[config.mk]
export PLATFORM = sky130hd
export DESIGN_NAME = rf_wb_arbiter_flat
export DESIGN_NICKNAME = d
export VERILOG_FILES = /design/src/rtl/rf_wb_arbiter_if.sv /design/src/rtl/rf_wb_arbiter.sv /design/src/flat_wrapper.sv
export SDC_FILE = /design/constraint.sdc
export NUM_CORES = 1
export LEC_CHECK = 0
export ABC_AREA = 1
export CAP_MARGIN = 30
export CORE_MARGIN = 2
export CORE_UTILIZATION = 54
export CTS_CLUSTER_SIZE = 28
export DETAILED_ROUTE_END_ITERATION = 10
export GPL_TIMING_DRIVEN = 0
export PLACE_DENSITY = 0.86
export SLEW_MARGIN = 40
export SYNTH_ARGS = -nofsm -noshare
export SYNTH_HDL_FRONTEND = slang
export SYNTH_SLANG_ARGS = --single-unit
[constraint.sdc]
create_clock -name clk -period 3.5 [get_ports clk]
set_clock_uncertainty 0.05 [all_clocks]
set_input_delay 1.05 -clock clk [delete_from_list [all_inputs] [get_ports clk]]
set_output_delay 1.05 -clock clk [all_outputs]
set_load 0.05 [all_outputs]
[src/rtl/rf_wb_arbiter_if.sv]
// Writeback bus between the two writeback sources, the arbiter and the register file write port.
// The master side is the requester/observer; the slave side is the arbiter.
interface rf_wb_arbiter_if #(
  parameter int DW = 32,
  parameter int AW = 5
);
  logic              s0_valid;
  logic              s0_ready;
  logic [AW-1:0]     s0_addr;
  logic [DW-1:0]     s0_data;
  logic              s1_valid;
  logic              s1_ready;
  logic [AW-1:0]     s1_addr;
  logic [DW-1:0]     s1_data;
  logic              we3;
  logic [AW-1:0]     a3;
  logic [DW-1:0]     wd3;
  logic [2**AW-1:0]  pend;
  logic              idle;

  modport master (
    output s0_valid, s0_addr, s0_data,
    output s1_valid, s1_addr, s1_data,
    input  s0_ready, s1_ready,
    input  we3, a3, wd3, pend, idle
  );

  modport slave (
    input  s0_valid, s0_addr, s0_data,
    input  s1_valid, s1_addr, s1_data,
    output s0_ready, s1_ready,
    output we3, a3, wd3, pend, idle
  );
endinterface

[src/rtl/rf_wb_arbiter.sv]
// Two-port writeback arbiter with one-entry buffers and a registered register-file write stage.
// Define RF_WB_ARB_RR_EN for round-robin tie breaking; otherwise port 0 has fixed priority.
module rf_wb_arbiter #(
  parameter int DW = 32,
  parameter int AW = 5
) (
  input  logic               clk,
  input  logic               rst_n,
  rf_wb_arbiter_if.slave     bus
);
  localparam int NR = 1 << AW;

  function automatic logic [NR-1:0] f_dec(input logic [AW-1:0] a);
    f_dec = {{(NR-1){1'b0}}, 1'b1} << a;
  endfunction

  logic          r_full0, r_full1;
  logic [AW-1:0] r_addr0, r_addr1;
  logic [DW-1:0] r_data0, r_data1;
  logic          r_we3;
  logic [AW-1:0] r_a3;
  logic [DW-1:0] r_wd3;
  logic [NR-1:0] r_pend;
  logic          r_idle;
`ifdef RF_WB_ARB_RR_EN
  logic          r_last1;
`endif

  logic          w_grant0, w_grant1;
  logic          w_ready0, w_ready1;
  logic          w_fill0, w_fill1;
  logic          w_full0_n, w_full1_n;
  logic [AW-1:0] w_addr0_n, w_addr1_n;
  logic [DW-1:0] w_data0_n, w_data1_n;
  logic          w_we3_n;
  logic [AW-1:0] w_a3_n;
  logic [DW-1:0] w_wd3_n;
  logic [NR-1:0] w_pend_n;
  logic          w_idle_n;

  // Grant selection over the buffer full flags only, so ready never sees valid.
  always_comb begin
`ifdef RF_WB_ARB_RR_EN
    w_grant0 = r_full0 & (!r_full1 | r_last1);
`else
    w_grant0 = r_full0;
`endif
    w_grant1  = r_full1 & !w_grant0;
    w_ready0  = !r_full0 | w_grant0;
    w_ready1  = !r_full1 | w_grant1;
    // Writes to register 0 complete the handshake but never occupy a buffer.
    w_fill0   = bus.s0_valid & w_ready0 & (bus.s0_addr != {AW{1'b0}});
    w_fill1   = bus.s1_valid & w_ready1 & (bus.s1_addr != {AW{1'b0}});
  end

  // Next-state for both holding buffers.
  always_comb begin
    w_full0_n = r_full0;
    w_addr0_n = r_addr0;
    w_data0_n = r_data0;
    w_full1_n = r_full1;
    w_addr1_n = r_addr1;
    w_data1_n = r_data1;
    if (w_fill0) begin
      w_full0_n = 1'b1;
      w_addr0_n = bus.s0_addr;
      w_data0_n = bus.s0_data;
    end else if (w_grant0) begin
      w_full0_n = 1'b0;
    end else begin
      w_full0_n = r_full0;
    end
    if (w_fill1) begin
      w_full1_n = 1'b1;
      w_addr1_n = bus.s1_addr;
      w_data1_n = bus.s1_data;
    end else if (w_grant1) begin
      w_full1_n = 1'b0;
    end else begin
      w_full1_n = r_full1;
    end
  end

  // Next-state for the output stage plus the registered pend/idle views of it.
  always_comb begin
    w_we3_n = w_grant0 | w_grant1;
    w_a3_n  = r_a3;
    w_wd3_n = r_wd3;
    if (w_grant0) begin
      w_a3_n  = r_addr0;
      w_wd3_n = r_data0;
    end else if (w_grant1) begin
      w_a3_n  = r_addr1;
      w_wd3_n = r_data1;
    end else begin
      w_a3_n  = r_a3;
      w_wd3_n = r_wd3;
    end
    w_pend_n = {NR{1'b0}};
    if (w_full0_n) begin
      w_pend_n = w_pend_n | f_dec(w_addr0_n);
    end else begin
      w_pend_n = w_pend_n;
    end
    if (w_full1_n) begin
      w_pend_n = w_pend_n | f_dec(w_addr1_n);
    end else begin
      w_pend_n = w_pend_n;
    end
    if (w_we3_n) begin
      w_pend_n = w_pend_n | f_dec(w_a3_n);
    end else begin
      w_pend_n = w_pend_n;
    end
    w_idle_n = !w_full0_n & !w_full1_n & !w_we3_n;
  end

  // State registers; reset drops every buffered and staged write immediately.
  always_ff @(posedge clk or negedge rst_n) begin
    if (!rst_n) begin
      r_full0 <= 1'b0;
      r_addr0 <= {AW{1'b0}};
      r_data0 <= {DW{1'b0}};
      r_full1 <= 1'b0;
      r_addr1 <= {AW{1'b0}};
      r_data1 <= {DW{1'b0}};
      r_we3   <= 1'b0;
      r_a3    <= {AW{1'b0}};
      r_wd3   <= {DW{1'b0}};
      r_pend  <= {NR{1'b0}};
      r_idle  <= 1'b1;
    end else begin
      r_full0 <= w_full0_n;
      r_addr0 <= w_addr0_n;
      r_data0 <= w_data0_n;
      r_full1 <= w_full1_n;
      r_addr1 <= w_addr1_n;
      r_data1 <= w_data1_n;
      r_we3   <= w_we3_n;
      r_a3    <= w_a3_n;
      r_wd3   <= w_wd3_n;
      r_pend  <= w_pend_n;
      r_idle  <= w_idle_n;
    end
  end

`ifdef RF_WB_ARB_RR_EN
  // Round-robin pointer; starts as "port 1 last" so port 0 wins the first tie.
  always_ff @(posedge clk or negedge rst_n) begin
    if (!rst_n) begin
      r_last1 <= 1'b1;
    end else if (w_grant0) begin
      r_last1 <= 1'b0;
    end else if (w_grant1) begin
      r_last1 <= 1'b1;
    end else begin
      r_last1 <= r_last1;
    end
  end
`endif

  assign bus.s0_ready = w_ready0;
  assign bus.s1_ready = w_ready1;
  assign bus.we3      = r_we3;
  assign bus.a3       = r_a3;
  assign bus.wd3      = r_wd3;
  assign bus.pend     = r_pend;
  assign bus.idle     = r_idle;
endmodule
[src/flat_wrapper.sv]
// flat-port wrapper written by rule: the top's interface ports become plain ports
module rf_wb_arbiter_flat 
#(
  parameter int DW = 32,
  parameter int AW = 5
)
  (clk, rst_n, bus_s0_valid, bus_s0_addr, bus_s0_data, bus_s1_valid, bus_s1_addr, bus_s1_data, bus_s0_ready, bus_s1_ready, bus_we3, bus_a3, bus_wd3, bus_pend, bus_idle);
  rf_wb_arbiter_if #(.DW(DW), .AW(AW)) bus_i ();
  input  logic clk;
  input  logic rst_n;
  input wire logic [$bits(bus_i.s0_valid)-1:0] bus_s0_valid;
  input wire logic [$bits(bus_i.s0_addr)-1:0] bus_s0_addr;
  input wire logic [$bits(bus_i.s0_data)-1:0] bus_s0_data;
  input wire logic [$bits(bus_i.s1_valid)-1:0] bus_s1_valid;
  input wire logic [$bits(bus_i.s1_addr)-1:0] bus_s1_addr;
  input wire logic [$bits(bus_i.s1_data)-1:0] bus_s1_data;
  output wire logic [$bits(bus_i.s0_ready)-1:0] bus_s0_ready;
  output wire logic [$bits(bus_i.s1_ready)-1:0] bus_s1_ready;
  output wire logic [$bits(bus_i.we3)-1:0] bus_we3;
  output wire logic [$bits(bus_i.a3)-1:0] bus_a3;
  output wire logic [$bits(bus_i.wd3)-1:0] bus_wd3;
  output wire logic [$bits(bus_i.pend)-1:0] bus_pend;
  output wire logic [$bits(bus_i.idle)-1:0] bus_idle;
  assign bus_i.s0_valid = bus_s0_valid;
  assign bus_i.s0_addr = bus_s0_addr;
  assign bus_i.s0_data = bus_s0_data;
  assign bus_i.s1_valid = bus_s1_valid;
  assign bus_i.s1_addr = bus_s1_addr;
  assign bus_i.s1_data = bus_s1_data;
  assign bus_s0_ready = bus_i.s0_ready;
  assign bus_s1_ready = bus_i.s1_ready;
  assign bus_we3 = bus_i.we3;
  assign bus_a3 = bus_i.a3;
  assign bus_wd3 = bus_i.wd3;
  assign bus_pend = bus_i.pend;
  assign bus_idle = bus_i.idle;
  rf_wb_arbiter #(.DW(DW), .AW(AW)) u_core (.clk(clk), .rst_n(rst_n), .bus(bus_i));
endmodule
==> results of run 1 <==
## sequential cells by signal, summed over array words and instances, names as in the netlist
register         count
u_core.r_addr0       5
u_core.r_full1       1
u_core.bus.wd3      32
u_core.r_data1      32
u_core.bus.pend     32
u_core.bus.we3       1
u_core.r_data0      32
u_core.r_addr1       5
u_core.bus.idle      1
u_core.r_full0       1
u_core.bus.a3        5
## cell families (layout without fill, tap and decap cells)
group / count (synthesis) / in the layout / synth area share
simple gates: 554 / 554 / 0.377
other cells: 1 / 1 / 0.000572
flops: 147 / 147 / 0.561
buf+inv: 68 / 249 / 0.0511
compound gates: 7 / 7 / 0.0103
## per-stage QoR
step	hold WS (ns)	total power, W	cell area [sq um]	setup TNS, ns
CTS	0.431	0.00513	8870	0
detailed placement	0.415	0.00335	8300	0
global route	0.445	0.00534	8870	0
finish	0.425	0.00513	8870	0
global placement	0.412	0.00333	8240	-631.43
floorplan	0.399	0.00284	6560	0
## worst reg2reg max path, cell delays in order (launching register included)
cell and delay [ns]:
dfrtp_1 0.42, nor2_2 0.33, nand2_1 0.16, nand2_1 0.27, clkbuf_1 0.45, nand3_1 0.13
nand3_1 0.15
## cell type report
type	count	area, sq um	share of cell area
Buffer	41	226	0.0255
Clock buffer	21	470	0.0530
Clock inverter	9	105	0.0118
Inverter	27	109	0.0123
Multi-Input combinational cell	562	2540	0.287
Sequential cell	147	3680	0.415
Tap cell	147	184	0.0207
Timing Repair Buffer	151	1550	0.175
## power breakdown
| part | switching, W | total [W] | internal (W) |
|---|---|---|---|
| clock | 0.000686 | 0.00178 | 0.00109 |
| combinational | 0.000899 | 0.00133 | 0.000430 |
| sequential | 0.000114 | 0.00202 | 0.00191 |
| total | 0.00170 | 0.00513 | 0.00343 |
## per-layer routing
metal,track usage,share of wire,up-vias
met5,0,0,-
met4,0.122,0.032,0
met3,0.0831,0.072,66
met2,0.484,0.48,295
met1,0.394,0.41,2918
li1,-,-,2852
## worst paths after layout
check                                       to  slack (ns)
setup / recovery                  bus_s1_ready        0.65
min in group asynchronous   u_core.r_data0[10]        0.44
hold / removal               u_core.r_data1[7]        0.43
max in group asynchronous      u_core.bus.idle        2.04
hold reg to reg              u_core.r_data1[7]        0.43
setup reg to reg           u_core.bus.pend[13]        1.47
## placed cells by master (no fill, tap or decap), drive strengths merged
cell type / n
nand3: 136
clkdlybuf4s50: 148
dfrtp: 146
dfstp: 1
clkbuf: 39
clkinv: 6
bufinv: 2
inv: 27
a21oi: 2
nand4: 31
nand3b: 4
or2: 1
buf: 26
o21a: 1
conb: 1
o21ai: 4
clkinvlp: 1
nand2: 348
nor3: 1
nor2: 33
==> results.md, run 1 <==
- Status: finished clean
- Min Tclk post-route: 2.85 ns
- Ant. Diodes: 0
- Post-synth ARST share: 1.00
- Wire per inst: 16.8 um
- Clock Root Buffer: clkbuf_16
- Fillers: 884
- Die height: 114 um
- Most frequent cell after synthesis: nand2_1
- GR Overflow Total: 0
- GR Util All Layers: 0.303
- Io pins: 151
- Routed WL: 18,600 um
- Top cell type's share of synthesized area: 0.557
- Levels on crit path: 2
- Crit end category: output port
- Critical Path Source: u_core.r_full0
- #FFs+latches synth: 147
- Input/output buffers: 149
- Post-Syn Instances: 777
- Hold Crit Start: u_core.r_data1[7]
- Clock latency on the worst-skew pair: 0.43 ns
- Starting DRT DRC Count: 795
- Initial core utilization: 0.551
- Chip width: 114 um
- Placed Cells incl. Taps: 1,075
- Reg clk slew, reported paths: 0.06 ns
- Clk buf depth: 2
- Vias per cell: 5.55
- Main area contributors after synthesis: dfrtp_1, nand2_1, nand3_1
- Final worst-path cycle share: 0.815
- RR Startpoint: u_core.r_full0
- Worst path cell trace: nand2_2 > clkdlybuf4s50_1
- Die ar.: 0.0130 sq mm
- Vias: 6,131
- Cell row count: 40
- TritonCTS buffer count: 17
- Setup WS pre-CTS: 0.362 ns
- HP Class: flip-flop to flip-flop
- Pwr/cell area: 578 mW/mm^2
- H-tree depth: 4
- Drt pass-1 iters: 6
- Syn_nets: 855
- EDFF count, synth: 0
- Max_slew headroom: 0.572
- Commonest cells in the netlist: nand2_1, dfrtp_1, nand3_1
- Post-CTS setup buffers: 0
- First-pass GRT wire length: 30,100 um
- Worst IR Drop VDD: 0.334 mV
- Max cap viols: 0
- Leak Pwr: 4.35 nW
- FMAX: 351 MHz
- DRC Markers: 0
- Fin. Hold Viols: 0
- Routed Antenna Nets: 0
- CP required: 2.40 ns
- Initial antenna violation count: 0
- Final worst slack: 0.648 ns
- Main flop type after synthesis: dfrtp_1
- Vias in the first global route: 5,974
- Pin count of the biggest net entering global routing: 66
- Final Slew Violations: 0
- Post-synthesis sequential area ratio: 0.561
- Final setup violation count: 0
- Post-CTS resize count: 0
- Ratio of cells with drive above 1 in the final layout: 0.0971
- Synthesized area: 0.00656 sq mm
- Critical Path AT: 1.75 ns
- CP bufs+invs: 1
- CTS tree: built
- GPL Wtd Cong: 0.942
- Final Non-Filler Cells: 1,105
- Nets: 1,025
- Unrepaired setup endpoints after global routing: false
- CP Launch Type: flip-flop
- Worst-margin pin slew: 0.639 ns
- Critical Path Fanout Max: 4
- CP delay by family, top: buffers and inverters
- Fin util: 0.745
- CTS Sinks: 147
- Critical Path Max Stage Delay: 0.81 ns
- Syn_area_per_cell: 8.44 sq um
- Hold Path Depth: 2
- Area leader, netlist: dfrtp_1
- Critical path class: flip-flop to output port
- Detailed Place HPWL: 12,500 um
- Hold-fix buffers at CTS: 0
- CORE AREA: 0.0119 sq mm
- Synth cell types: 32
- R2R depth: 6
- Area delta synth->final: 35.2%
- CP max-delay cell: clkdlybuf4s50_1
- Warnings, synthesis: 0
No activity file was read; power rests on OpenSTA's default activity.
==> inputs of run 2 (changes only) <==
Settings changed: CORE_UTILIZATION 54 to 45, PLACE_DENSITY 0.86 to 0.77.
Clock period 3.5 ns to 2.5 ns, I/O delays scaled along.
==> run 2 against run 1 <==
  * Count of clock-buffer cells in the layout decreased by 3
  * Final cell count increased by 3.4%
  * Combinational power increased by 40%
==> results.md, run 2 (synthesized netlist as in run 1, its figures left out) <==
- Status: finished clean
- Nets: 1,025 (unchanged)
- Die ar.: 0.0156 sq mm (+19%)
- Crit end category: output port
- HP Class: input port to async pin
- Leak Pwr: 4.39 nW (+0.81%)
- TritonCTS buffer count: 17 (unchanged)
- Register-to-register setup slack: 0.51 ns (-0.96 ns)
- First-pass GRT wire length: 30,600 um (+1.7%)
- Cell row count: 44 (+10%)
- Placed Cells incl. Taps: 1,112 (+3.4%)
- CTS tree: built
- Critical Path Source: u_core.bus.a3[0]
- Final Power: 0.00754 W (+47%)
- Max_slew headroom: 0.619 (+0.0465)
- Post-CTS setup buffers: 0 (unchanged)
- Most common cell after layout, fill and taps aside: nand2_1
- Vias: 5,895 (-3.8%)
- GR Overflow Total: 0 (unchanged)
- Initial antenna violation count: 0 (unchanged)
- Ratio of cells with drive above 1 in the final layout: 0.101 (+0.00407)
- H-tree depth: 4 (unchanged)
- Detailed Place HPWL: 13,000 um (+3.5%)
- Critical Path Fanout Max: 2 (-2)
- Critical Path Max Stage Delay: 0.83 ns (+0.02 ns)
- CTS Sinks: 147 (unchanged)
- Die height: 125 um (+9.2%)
- Final setup violation count: 0 (unchanged)
- Vias in the first global route: 5,825 (-2.5%)
- Clk buf depth: 2 (unchanged)
- Worst IR Drop VDD: 0.585 mV (+75%)
- DRC Markers: 0 (unchanged)
- GR Util All Layers: 0.252 (-0.0506)
- Wire per inst: 16.4 um (-2.1%)
- Min Tclk post-route: 2.45 ns
- RR Startpoint: u_core.r_full0
- Ant. Diodes: 0 (unchanged)
- Pin count of the biggest net entering global routing: 77 (+17%)
- Reg clk slew, reported paths: 0.06 ns (about the same)
- Fin. Hold Viols: 0 (unchanged)
- Critical Path AT: 1.65 ns (-0.10 ns)
- Max cap viols: 0 (unchanged)
- CP delay by family, top: buffers and inverters
- Final worst-path cycle share: 0.978
- Starting DRT DRC Count: 525 (-34%)
- Final Non-Filler Cells: 1,143 (+3.4%)
- Pwr/cell area: 837 mW/mm^2 (+45%)
- Clock latency on the worst-skew pair: 0.42 ns (about the same)
- Area delta synth->final: 37.3%
- Worst-margin pin slew: 0.569 ns (-0.0695 ns)
- FMAX: 409 MHz
- Chip width: 125 um (+9.2%)
- CP bufs+invs: 1 (unchanged)
- Vias per cell: 5.16 (-7.0%)
- Unrepaired setup endpoints after global routing: false
- Routed WL: 18,800 um (+1.2%)
- Most frequent cells in the layout: nand2_1, clkdlybuf4s50_1, dfrtp_1
- Clock Root Buffer: clkbuf_16
- Input/output buffers: 149 (unchanged)
- Critical path class: flip-flop to output port
- CORE AREA: 0.0144 sq mm (+21%)
- CP max-delay cell: clkdlybuf4s50_1
- CP Launch Type: flip-flop
- GPL Wtd Cong: 0.955 (+1.4%)
- Io pins: 151 (unchanged)
- Drt pass-1 iters: 6 (unchanged)
- Initial core utilization: 0.457 (-0.0942)
- CP required: 1.70 ns (-0.70 ns)
- Routed Antenna Nets: 0 (unchanged)
- Worst path cell trace: clkdlybuf4s50_1
- Final Slew Violations: 0 (unchanged)
run 2: path summary, 6_finish.rpt:
kind,cells after the start,to
max in group asynchronous,3,u_core.bus.idle
min,1,u_core.bus.wd3[10]
max,1,bus_a3[0]
max reg2reg,6,u_core.bus.pend[13]
min reg2reg,2,u_core.bus.wd3[18]
min in group clk,2,u_core.bus.wd3[18]
run 2: repair_timing:
item / CTS / global route
setup endpoints to repair: 2 / 22
gates resized for setup: 2 / 3
hold buffers: 0 / 0
run 2: layout make-up:
type	count	area, sq um
clock buffers	18	429
fillers	1254	5360
inverters	27	109
clock inverters	13	231
repair buffers	151	1550
well taps	184	230
flip-flops and latches	147	3680
multi-input cells	562	2550
plain buffers	41	226
run 2: metal layers:
metal	track usage	wire length [um]
met2	0.392	8800
met3	0.0631	1200
met5	0	0
met4	0.102	554
met1	0.340	8250
run 2: worst reg2reg max path, delay by kind of cell, from the launching register on:
family / cells / cell delay (ns)
AND/OR/NAND/NOR: 5 / 1.02
flip-flops: 1 / 0.43
buffers and inverters: 1 / 0.43
run 2: stage by stage:
stage	setup TNS, ns	hold slack [ns]	cell area, sq um	util	setup WS, ns
after floorplan	0	0.399	6560	-	0.558
after global placement	-772.28	0.412	8280	0.576	-5.21
after detailed placement	-10.85	0.415	8340	0.581	-0.388
after CTS	0	0.0313	9000	0.626	0.0276
after global routing	0	0.0250	9010	0.627	0.0204
final	0	0.0440	9010	0.627	0.0542
run 2: where the power goes:
| group | leakage, nW | total [W] | switching (W) | internal [W] |
|---|---|---|---|---|
| sequential | 1.85 | 0.00282 | 0.000155 | 0.00267 |
| clock | 0.316 | 0.00285 | 0.000987 | 0.00187 |
| combinational | 2.22 | 0.00186 | 0.00126 | 0.000601 |
| total | 4.39 | 0.00754 | 0.00240 | 0.00514 |
